File: src/rtl/sys_bus_pkg.sv
// Shared definitions for the serial system bus: arbiter FSM encoding, response codes
// used by slave/master interfaces, and the supported master count.
package sys_bus_pkg;

  localparam int MAX_MASTERS = 8;

  localparam logic [1:0] ST_IDLE    = 2'd0;
  localparam logic [1:0] ST_GRANT   = 2'd1;
  localparam logic [1:0] ST_BUSY    = 2'd2;
  localparam logic [1:0] ST_RELEASE = 2'd3;

  typedef enum logic [1:0] {
    RESP_OKAY   = 2'd0,
    RESP_EXOKAY = 2'd1,
    RESP_SLVERR = 2'd2,
    RESP_DECERR = 2'd3
  } resp_t;

endpackage

File: src/rtl/arb_rr_picker.sv
// Combinational winner selection: round-robin starting after the base pointer,
// or fixed priority with index 0 highest when rr_en is low.
module arb_rr_picker
  import sys_bus_pkg::*;
#(
  parameter int NUM_MASTERS = 2,
  parameter int IDW         = $clog2(NUM_MASTERS)
) (
  input  logic [NUM_MASTERS-1:0] req,
  input  logic [IDW-1:0]         base,
  input  logic                   rr_en,
  output logic                   valid,
  output logic [IDW-1:0]         winner
);

  logic           found;
  logic [IDW-1:0] idx;

  assign valid = |req;

  always_comb begin
    winner = '0;
    found  = 1'b0;
    idx    = '0;
    if (rr_en) begin
      // Scan ptr+1 .. ptr+N so the last winner is considered last.
      for (int k = 1; k <= NUM_MASTERS; k++) begin
        idx = IDW'((32'(base) + 32'(k)) % 32'(NUM_MASTERS));
        if (!found && req[idx]) begin
          winner = idx;
          found  = 1'b1;
        end
      end
    end else begin
      for (int k = NUM_MASTERS - 1; k >= 0; k--) begin
        idx = IDW'(k);
        if (req[idx]) begin
          winner = idx;
        end
      end
    end
  end

endmodule

File: src/rtl/bus_arbiter.sv
// Serial system bus arbiter: one-hot grant, util watchdog, and a one-cycle
// turnaround gap before the bus can be handed to the next owner.
module bus_arbiter
  import sys_bus_pkg::*;
#(
  parameter int NUM_MASTERS   = 2,
  parameter int RR_EN         = 1,
  parameter int GRANT_TIMEOUT = 16
) (
  input  logic                           clk,
  input  logic                           reset,
  input  logic [NUM_MASTERS-1:0]         bus_req,
  input  logic [NUM_MASTERS-1:0]         util,
  output logic [NUM_MASTERS-1:0]         grant,
  output logic [$clog2(NUM_MASTERS)-1:0] bus_owner,
  output logic                           bus_busy,
  output logic                           timeout_err,
  output logic                           protocol_err
);

  localparam int IDW = $clog2(NUM_MASTERS);
  localparam int TMW = $clog2(GRANT_TIMEOUT + 1);
  localparam logic [NUM_MASTERS-1:0] ONE_HOT_BASE = NUM_MASTERS'(1);

  logic [1:0]             state_reg;
  logic [TMW-1:0]         wait_cnt_reg;
  logic [IDW-1:0]         rr_ptr_reg;
  logic                   pick_valid;
  logic [IDW-1:0]         pick_winner;
  logic [NUM_MASTERS-1:0] stray_util;

  arb_rr_picker #(
    .NUM_MASTERS(NUM_MASTERS),
    .IDW        (IDW)
  ) u_picker (
    .req   (bus_req),
    .base  (rr_ptr_reg),
    .rr_en (RR_EN != 0),
    .valid (pick_valid),
    .winner(pick_winner)
  );

  for (genvar gi = 0; gi < NUM_MASTERS; gi++) begin : g_stray
    assign stray_util[gi] = util[gi] & ~grant[gi];
  end

  assign bus_busy = (state_reg == ST_GRANT) || (state_reg == ST_BUSY);

  always_ff @(posedge clk) begin
    if (!reset) begin
      state_reg    <= ST_IDLE;
      grant        <= '0;
      bus_owner    <= '0;
      wait_cnt_reg <= '0;
      rr_ptr_reg   <= IDW'(NUM_MASTERS - 1);
      timeout_err  <= 1'b0;
      protocol_err <= 1'b0;
    end else begin
      timeout_err  <= 1'b0;
      // The previous owner may still drive util during the turnaround cycle.
      protocol_err <= (state_reg != ST_RELEASE) && (|stray_util);
      case (state_reg)
        ST_IDLE: begin
          if (pick_valid) begin
            grant        <= ONE_HOT_BASE << pick_winner;
            bus_owner    <= pick_winner;
            wait_cnt_reg <= '0;
            state_reg    <= ST_GRANT;
          end
        end
        ST_GRANT: begin
          if (util[bus_owner]) begin
            rr_ptr_reg <= bus_owner;
            state_reg  <= ST_BUSY;
          end else if (!bus_req[bus_owner]) begin
            grant     <= '0;
            state_reg <= ST_IDLE;
          end else if (wait_cnt_reg == TMW'(GRANT_TIMEOUT - 1)) begin
            grant       <= '0;
            timeout_err <= 1'b1;
            rr_ptr_reg  <= bus_owner;
            state_reg   <= ST_IDLE;
          end else if (wait_cnt_reg != TMW'(GRANT_TIMEOUT)) begin
            wait_cnt_reg <= wait_cnt_reg + 1'b1;
          end
        end
        ST_BUSY: begin
          if (!util[bus_owner]) begin
            grant     <= '0;
            state_reg <= ST_RELEASE;
          end
        end
        ST_RELEASE: begin
          state_reg <= ST_IDLE;
        end
        default: begin
          state_reg <= ST_IDLE;
        end
      endcase
    end
  end

endmodule

File: config.mk
export PLATFORM = sky130hd
export DESIGN_NAME = bus_arbiter
export DESIGN_NICKNAME = d
export VERILOG_FILES = /design/src/rtl/sys_bus_pkg.sv /design/src/rtl/arb_rr_picker.sv /design/src/rtl/bus_arbiter.sv
export SDC_FILE = /design/constraint.sdc
export NUM_CORES = 1
export LEC_CHECK = 0
export CORE_MARGIN = 10
export CORE_UTILIZATION = 55
export DETAILED_ROUTE_END_ITERATION = 7
export PLACE_DENSITY_LB_ADDON = 0.2
export SLEW_MARGIN = 20
export SYNTH_ARGS = -nofsm -noshare
export SYNTH_HDL_FRONTEND = slang
export SYNTH_HIERARCHICAL = 1
export SYNTH_SLANG_ARGS = --single-unit
File: constraint.sdc
create_clock -name clk -period 5.31 [get_ports clk]
set_input_delay 1.593 -clock clk [delete_from_list [all_inputs] [get_ports clk]]
set_output_delay 1.593 -clock clk [all_outputs]
set_load 0.03 [all_outputs]
# ---- Yosys cells after proc, flatten, opt, wreduce, memory -nomap -nowiden
# Index checks and enable logic that the tools add are counted.
dict set report totals {
  regBits 13
  input_bits 6
  output_inout_bits 6
  elab_cells 83
}
dict set report classes {
  add_sub_neg 3
  magnitude_cmp 3
  eq_ne 14
  n_shift 1
  n_mux 31
  bitwise 7
  reduce_logical 17
}
# operator count
set op_table {}
lappend op_table {{$mux W5} 5}
lappend op_table {{$mux W2} 8}
lappend op_table {{$mux W1} 15}
lappend op_table {{$ne A2 B2 Y1 const B} 5}
lappend op_table {{$pmux W5 S2} 1}
lappend op_table {{$pmux W2 S4} 1}
lappend op_table {{$lt A1 B2 Y1 const B} 3}
lappend op_table {{$pmux W2 S3} 1}
lappend op_table {{$reduce_and A3 Y1} 2}
lappend op_table {{$reduce_and A6 Y1} 1}
lappend op_table {{$reduce_bool A2 Y1} 3}
lappend op_table {{$add A5 B1 Y5 const B} 1}
lappend op_table {{$eq A5 B4 Y1 const B} 1}
lappend op_table {{$ne A5 B5 Y1 const B} 1}
lappend op_table {{$not A1 Y1} 5}
lappend op_table {{$reduce_and A5 Y1} 1}
lappend op_table {{$eq A2 B2 Y1 const B} 2}
lappend op_table {{$ne A2 B1 Y1 const B} 2}
lappend op_table {{$ne A4 B3 Y1 const B} 1}
lappend op_table {{$reduce_or A2 Y1} 2}
lappend op_table {{$reduce_or A4 Y1} 1}
lappend op_table {{$ne A3 B2 Y1 const B} 1}
lappend op_table {{$reduce_bool A3 Y1} 1}
lappend op_table {{$add A1 B1 Y1 const B} 2}
lappend op_table {{other kinds (8)} 10}

# ---- Depth between registers and ports, before layout
# Gate-level depths: netlist of run 1.
dict set report depth {
  word_depth 10
  ltp_mapped 7
  mapped_depth_nobuf 7
}

# ---- By module
# The synthesis of run 1 kept the hierarchy.
# module n_inst cells_each area_per_inst_um2 seq_area_each_um2
set by_module_without_submodules {}
lappend by_module_without_submodules {bus_arbiter 1 92 814.5 260.2}
lappend by_module_without_submodules {arb_rr_picker 1 3 20.0 0.0}

# ---- Worst setup path after synthesis of run 1
# OpenSTA, ideal clock, no wires.
dict set report synth_path {
  path_kind {input port to flip-flop}
  from {in util[0]}
  to {reg grant[1]}
  setup_ps 70
  arrival_ps 2757
  required_ps 5240
  path_slack_ps 2484
  cell_stages 4
  cell_sequence {mux2_4 -> a211o_1 -> or4b_1 -> a21oi_1}
}
dict set report synth_between {
  elab_chain_cells 4
}
# element line
set synth_rtl {}
lappend synth_rtl {{from (decl)} bus_arbiter.sv:13} ;# input logic [NUM_MASTERS-1:0] util,
lappend synth_rtl {{$mux W1 (not written as such) * (2 in series)} {bus_arbiter.sv:72, bus_arbiter.sv:88}}
lappend synth_rtl {{$ne A2 B2 Y1 (no line)} n/a}
lappend synth_rtl {{$reduce_and A5 Y1 (no line) *} n/a}
lappend synth_rtl {{to (signal assigned)} bus_arbiter.sv:65} ;# grant <= ONE_HOT_BASE << pick_winner;
lappend synth_rtl {{to (decl)} bus_arbiter.sv:14} ;# output logic [NUM_MASTERS-1:0] grant,
# Every way passes the cells marked *; elsewhere a longest branch is shown, timed or not. The select of a mux whose other input is x is not followed.
# A chain may end at the register's enable or synchronous reset.

# ---- Worst setup path in the final report of run 1
dict set report layout_path {
  from {reg state_reg[0]}
  to {out bus_busy}
}
dict set report layout_between {
  elab_chain_cells 2
}
# element line
set layout_rtl {}
lappend layout_rtl {{from (decl)} bus_arbiter.sv:25} ;# logic [1:0] state_reg;
lappend layout_rtl {{from (signal assigned)} bus_arbiter.sv:51} ;# state_reg <= ST_IDLE;
lappend layout_rtl {{from (signal assigned)} bus_arbiter.sv:68} ;# state_reg <= ST_GRANT;
lappend layout_rtl {{from (signal assigned)} bus_arbiter.sv:74} ;# state_reg <= ST_BUSY;
lappend layout_rtl {{$eq A2 B1 Y1 or $eq A2 B2 Y1 (tied branches)} bus_arbiter.sv:47} ;# assign bus_busy = (state_reg == ST_GRANT) || (state_reg == ST_BUSY);
lappend layout_rtl {{$logic_or A1 B1 Y1 *} bus_arbiter.sv:47}
lappend layout_rtl {{to (decl)} bus_arbiter.sv:16} ;# output logic bus_busy,
# Every way passes the cells marked *; elsewhere a longest branch is shown, timed or not.

==> results.py, run 1 <==
metrics = {
    "outcome": {
        "status": "complete, no violations",
    },
    "clocking": {
        "path_clk_slew_ns": 0.09,
        "clkLatencyLatePin_ns": 0.27,
        "postCtsHoldBufs": 0,
        "cts_tree": "done",
        "numCtsBuffers": 3,
        "post-cts-setup-buffers": 0,
        "htreeDepth": 1,
        "postCtsResizedCells": 0,
        "cts_sinks": 13,
        "cts-root-buf": "clkbuf_4",
        "cts.path.max_buffers": 2,
    },
    "logic_synthesis": {
        "synthCells": 95,
        "synth-seq-area-share_pct": 31.2,
        "synthArstFlopShare_pct": 0,
        "ys_seq_elements": 13,
        "synth_area_leaders": "dfxtp_1 (31%), ha_1 (13%), mux2i_1 (6.0%), nand2b_1 (4.5%), inv_1 (3.1%)",
        "ys.flop_type": "dfxtp_1",
        "syn_nets": 110,
        "synth-edff-count": 0,
        "yosysUniqueCellTypes": 38,
        "synth_top_area_share_pct": 31.2,
        "yosys.area.top_type": "dfxtp_1",
        "netlist_area_um2": 835,
        "syn_avg_cell_area_um2": 8.78,
        "yosysWarnings": 6,
    },
    "final_layout": {
        "fin_area_um2": 982,
        "final_cell_mix": "dfxtp_1 (13), clkdlybuf4s50_1 (11), ha_1 (9)",
        "syn_to_final_growth_pct": 17.7,
        "n_antenna_cell": 0,
        "layout_commonest_cell": "dfxtp_1",
        "nFillCells": 114,
        "layout.cells.non_filler": 123,
        "final_core_util_pct": 71.9,
        "nNetsFinal": 124,
        "largest_reg_flops": 5,
        "drive_gt1_share_pct": 6.48,
    },
    "floorplan": {
        "io_pins": 12,
        "die_area_um2": 3480,
        "die_w_um": 59.0,
        "core_um2": 1370,
        "dieHeight_um": 59.0,
        "initial_utilization_pct": 61.1,
        "placementRows": 13,
    },
    "hold_path": {
        "min_delay_path_depth": 1,
        "hp-start": "wait_cnt_reg[0]",
        "hold_class": "reg2reg",
    },
    "detailed_routing": {
        "drt_iter0_drc": 12,
        "via_per_inst": 5.80,
        "vias": 714,
        "final_antenna_net_count": 0,
        "drc": 0,
        "wirelength_mm": 1.74,
        "wire_per_inst_um": 14.1,
        "dr.pass1.iters": 4,
    },
    "power": {
        "power_frac_comb_pct": 33.9,
        "p_sw_mw": 0.0870,
        "powerDensity_nw_per_um2": 262,
        "p_leak_nw": 0.404,
        "p_sw_share_pct": 33.8,
        "power.internal_mw": 0.171,
        "power_frac_clock_pct": 23.8,
        "seq_power_share_pct": 42.3,
        "total_power_mw": 0.258,
        "irDropWorstVdd_mv": 0.233,
    },
    "critical_path": {
        "slowest_delay_ns": 0.68,
        "worst-r2r-cell-count": 6,
        "startpoint": "state_reg[0]",
        "crit_chain": "inv_1 > ha_1 > clkdlybuf4s50_1",
        "cp_max_fo": 5,
        "critPathKind": "reg2out",
        "cp-start-kind": "flop",
        "cp.arrival_ns": 1.82,
        "cp_slowest_cell": "clkdlybuf4s50_1",
        "worstPathRequired_ns": 3.72,
        "critPathCaptureType": "output port",
    },
    "place": {
        "routabilityCongestion": 0.739,
        "place_hpwl_mm": 1.34,
        "dp_slack_ns": 1.95,
        "dpl_cell_area_um2": 956,
        "dp_cells": 119,
        "port-buffer-count": 11,
    },
    "sta": {
        "setup_violations": 0,
        "final_max_slew_viol_count": 0,
        "tightest_slew_ns": 0.533,
        "period_needed_ns": 3.41,
        "final.setup.tns_ns": 0,
        "grt_setup_unrepaired": "no",
        "final_hold_viol_count": 0,
        "fin_crit_sh_pct": 64.2,
        "maxSlewHeadroom_pct": 63.5,
        "fmax_mhz": 293,
        "clock_skew_ns": 0.0106,
        "whs_ns": 0.487,
        "fin_ws_ns": 1.90,
    },
    "global_routing": {
        "grt.total_usage_pct": 10.5,
        "grt_antenna_before_repair": 0,
        "grt_pass1_vias": 697,
        "grt_overflow": 0,
        "grt_max_degree": 12,
        "grt_pass1_wl_mm": 2.98,
    },
    "job": {
        "cap_violations": 0,
    },
}
-- cells by family after synthesis --
logic type / after synthesis / share of synthesized area (%)
muxes: 6 / 7.80
DFF: 13 / 31.2
buffers and inverters: 10 / 4.50
AOI/OAI and AO/OA: 20 / 18.1
and+or+nand+nor: 36 / 24.4
other: 1 / 0.449
adders and majority gates: 9 / 13.5
-- Yosys cell counts (all sizes together), types with 2 or more instances --
cell type   n
mux2i       5
a21oi       4
o2bb2ai     2
clkbuf      2
or2         2
nor3        3
ha          9
nand2       7
dfxtp      13
nor2        4
o21ai       3
a211o       2
nor4        2
inv         8
nand2b      6
and3        2
o2111ai     2
nand3       2
-- path summary, 6_finish.rpt --
kind / end / slack (ns)
min: wait_cnt_reg[0] / 0.49
max reg2reg: grant[1] / 3.10
min reg2reg: wait_cnt_reg[0] / 0.49
max: bus_busy / 1.90
-- cell type report --
type / count / area, um^2 / share of cell area [%]
clock buffer: 4 / 26.3 / 2.68
inverter: 8 / 30.0 / 3.06
multi-input combinational: 72 / 537 / 54.6
sequential: 13 / 260 / 26.5
tap: 15 / 18.8 / 1.91
timing repair buffer: 11 / 110 / 11.2
-- worst max-delay path: cells and delay by family (launching register included) --
kind / cells / cell delay (ns)
fa+ha+maj: 1 / 0.33
flops: 1 / 0.41
buf+inv: 2 / 0.81
-- power groups by stage --
stage | Sequential (mW) | Clock (mW) | Combinational [mW]
final | 0.109 | 0.0613 | 0.0873
after detailed placement | 0.112 | 0 | 0.0865
after global routing | 0.110 | 0.0697 | 0.0950
after CTS | 0.109 | 0.0627 | 0.0875
after global placement | 0.111 | 0 | 0.0864
after floorplan | 0.117 | 0 | 0.0569
-- routing by layer --
| metal | part of all wire (%) | GRT usage [%] | up-vias | routed length [um] |
|---|---|---|---|---|
| met1 | 50 | 13.3 | 328 | 875 |
| li1 | - | - | 368 | - |
| met3 | 6.3 | 4.08 | 2 | 110 |
| met4 | 0.69 | 3.93 | 0 | 12 |
| met2 | 43 | 15.6 | 16 | 741 |
| met5 | 0 | 0 | - | 0 |
Note: power is estimated with default switching activity, not from simulation.
==> run 2: changes to the inputs <==
--- a/config.mk
+++ b/config.mk
@@ -5,8 +5,9 @@
 export SDC_FILE = /design/constraint.sdc
 export NUM_CORES = 1
 export LEC_CHECK = 0
+export CORE_ASPECT_RATIO = 1.2
 export CORE_MARGIN = 10
-export CORE_UTILIZATION = 55
+export CORE_UTILIZATION = 47
 export DETAILED_ROUTE_END_ITERATION = 7
 export PLACE_DENSITY_LB_ADDON = 0.2
 export SLEW_MARGIN = 20
==> constraint.sdc (replaced) <==
create_clock -name clk -period 3 [get_ports clk]
set_input_delay 0.9 -clock clk [delete_from_list [all_inputs] [get_ports clk]]
set_output_delay 0.9 -clock clk [all_outputs]
set_load 0.03 [all_outputs]
==> run 2 against run 1 <==
Worst setup slack got worse by 1.7 ns. Clock skew down 0.0013 ns. Utilization down 13 points. Clock-buffer cell count did not move. Clock power grew 76%. Final cell count rose by 2.4%. Largest cell class unchanged.
==> results.py, run 2 (synthesis gave the netlist of run 1 again) <==
metrics = {
    "power": {
        "irDropWorstVdd_mv": 0.288,
        "p_sw_mw": 0.154,
        "power.internal_mw": 0.302,
        "powerDensity_nw_per_um2": 463,
        "p_sw_share_pct": 33.7,
        "p_leak_nw": 0.404,
        "seq_power_share_pct": 42.5,
        "power_frac_comb_pct": 33.9,
        "power_frac_clock_pct": 23.7,
    },
    "critical_path": {
        "slowest_delay_ns": 0.68,
        "cp_slowest_cell": "clkdlybuf4s50_1",
        "critPathCaptureType": "output port",
        "worstPathRequired_ns": 2.10,
        "crit_chain": "inv_1 > ha_1 > clkdlybuf4s50_1",
        "cp-start-kind": "flop",
        "critPathKind": "reg2out",
        "cp_max_fo": 5,
        "cp.arrival_ns": 1.86,
    },
    "place": {
        "dp_slack_ns": 0.341,
        "dpl_cell_area_um2": 960,
        "place_hpwl_mm": 1.33,
        "routabilityCongestion": 0.896,
        "port-buffer-count": 11,
    },
    "final_layout": {
        "largest_reg_flops": 5,
        "n_antenna_cell": 0,
        "syn_to_final_growth_pct": 18.1,
        "final_core_util_pct": 59.3,
        "final_cell_mix": "dfxtp_1 (13), clkdlybuf4s50_1 (11), ha_1 (9)",
        "layout_commonest_cell": "dfxtp_1",
        "nNetsFinal": 124,
        "drive_gt1_share_pct": 6.48,
        "fin_area_um2": 986,
    },
    "sta": {
        "final_hold_viol_count": 0,
        "final_max_slew_viol_count": 0,
        "fin_ws_ns": 0.244,
        "clock_skew_ns": 0.00928,
        "setup_violations": 0,
        "fmax_mhz": 363,
        "final.setup.tns_ns": 0,
        "maxSlewHeadroom_pct": 66.0,
        "whs_ns": 0.471,
        "period_needed_ns": 2.76,
        "fin_crit_sh_pct": 91.9,
        "grt_setup_unrepaired": "no",
        "tightest_slew_ns": 0.496,
    },
    "detailed_routing": {
        "wire_per_inst_um": 14.0,
        "drt_iter0_drc": 23,
        "via_per_inst": 5.89,
        "vias": 742,
        "dr.pass1.iters": 4,
        "wirelength_mm": 1.76,
        "final_antenna_net_count": 0,
        "drc": 0,
    },
    "clocking": {
        "clkLatencyLatePin_ns": 0.28,
        "path_clk_slew_ns": 0.08,
        "post-cts-setup-buffers": 0,
        "cts_tree": "done",
        "htreeDepth": 1,
        "cts-root-buf": "clkbuf_4",
        "cts_sinks": 13,
        "postCtsResizedCells": 0,
        "cts.path.max_buffers": 2,
        "numCtsBuffers": 3,
        "postCtsHoldBufs": 0,
    },
    "floorplan": {
        "die_w_um": 58.5,
        "placementRows": 16,
        "dieHeight_um": 66.2,
        "initial_utilization_pct": 50.2,
        "die_area_um2": 3870,
        "core_um2": 1660,
        "io_pins": 12,
    },
    "global_routing": {
        "grt_pass1_wl_mm": 3.05,
        "grt_antenna_before_repair": 0,
        "grt_max_degree": 12,
        "grt_overflow": 0,
        "grt_pass1_vias": 739,
        "grt.total_usage_pct": 9.71,
    },
    "job": {
        "cap_violations": 0,
    },
    "outcome": {
        "status": "complete, no violations",
    },
    "hold_path": {
        "hold_class": "reg2reg",
    },
}
[run 2: cell counts in the layout (fill, tap and decap cells not counted)]
No cell type changed its count.
[run 2: worst max-delay path, delay by kind of cell (launching register included)]
kind / cells / cell delay (ns)
adder cells (fa/ha/maj): 1 / 0.34
buffers and inverters: 2 / 0.82
flip-flops: 1 / 0.43
[run 2: area by class of cell]
class	instances	area (um^2)
inverter	8	30.0
clock buffer	4	26.3
multi-input combinational	72	537
timing repair buffer	11	110
sequential	13	260
fill	156	676
tap	18	22.5
[run 2: through the flow]
step           instances  power [mW]
6_report             126       0.456
5_1_grt              126       0.487
4_1_cts              126       0.462
3_5_place_dp         122       0.351
3_3_place_gp         122       0.351
2_1_floorplan         95       0.308
[run 2: power groups by stage]
stage / logic, mW / registers, mW / clock network [mW]
2_1_floorplan: 0.101 / 0.207 / 0
3_3_place_gp: 0.153 / 0.198 / 0
3_5_place_dp: 0.153 / 0.198 / 0
4_1_cts: 0.155 / 0.194 / 0.113
5_1_grt: 0.172 / 0.195 / 0.120
6_report: 0.154 / 0.194 / 0.108
[run 2: worst paths after layout]
path	startpoint	endpoint	slack (ns)	cells after the start
hold reg to reg	rr_ptr_reg	rr_ptr_reg	0.47	2
setup / recovery	state_reg[0]	bus_busy	0.24	3
setup reg to reg	flop	grant[1]	0.77	6
hold / removal	rr_ptr_reg	rr_ptr_reg	0.47	2
[run 2: metal layers]
layer  share of wire [%]  vias up  GRT usage (%)  wire length [um]
li1                    -      368              -                 -
met1                  45      358           10.6               796
met2                  49       12           17.0               866
met3                 4.5        4           2.31                80
met4                0.97        0           4.41                17
met5                   0        -              0                 0
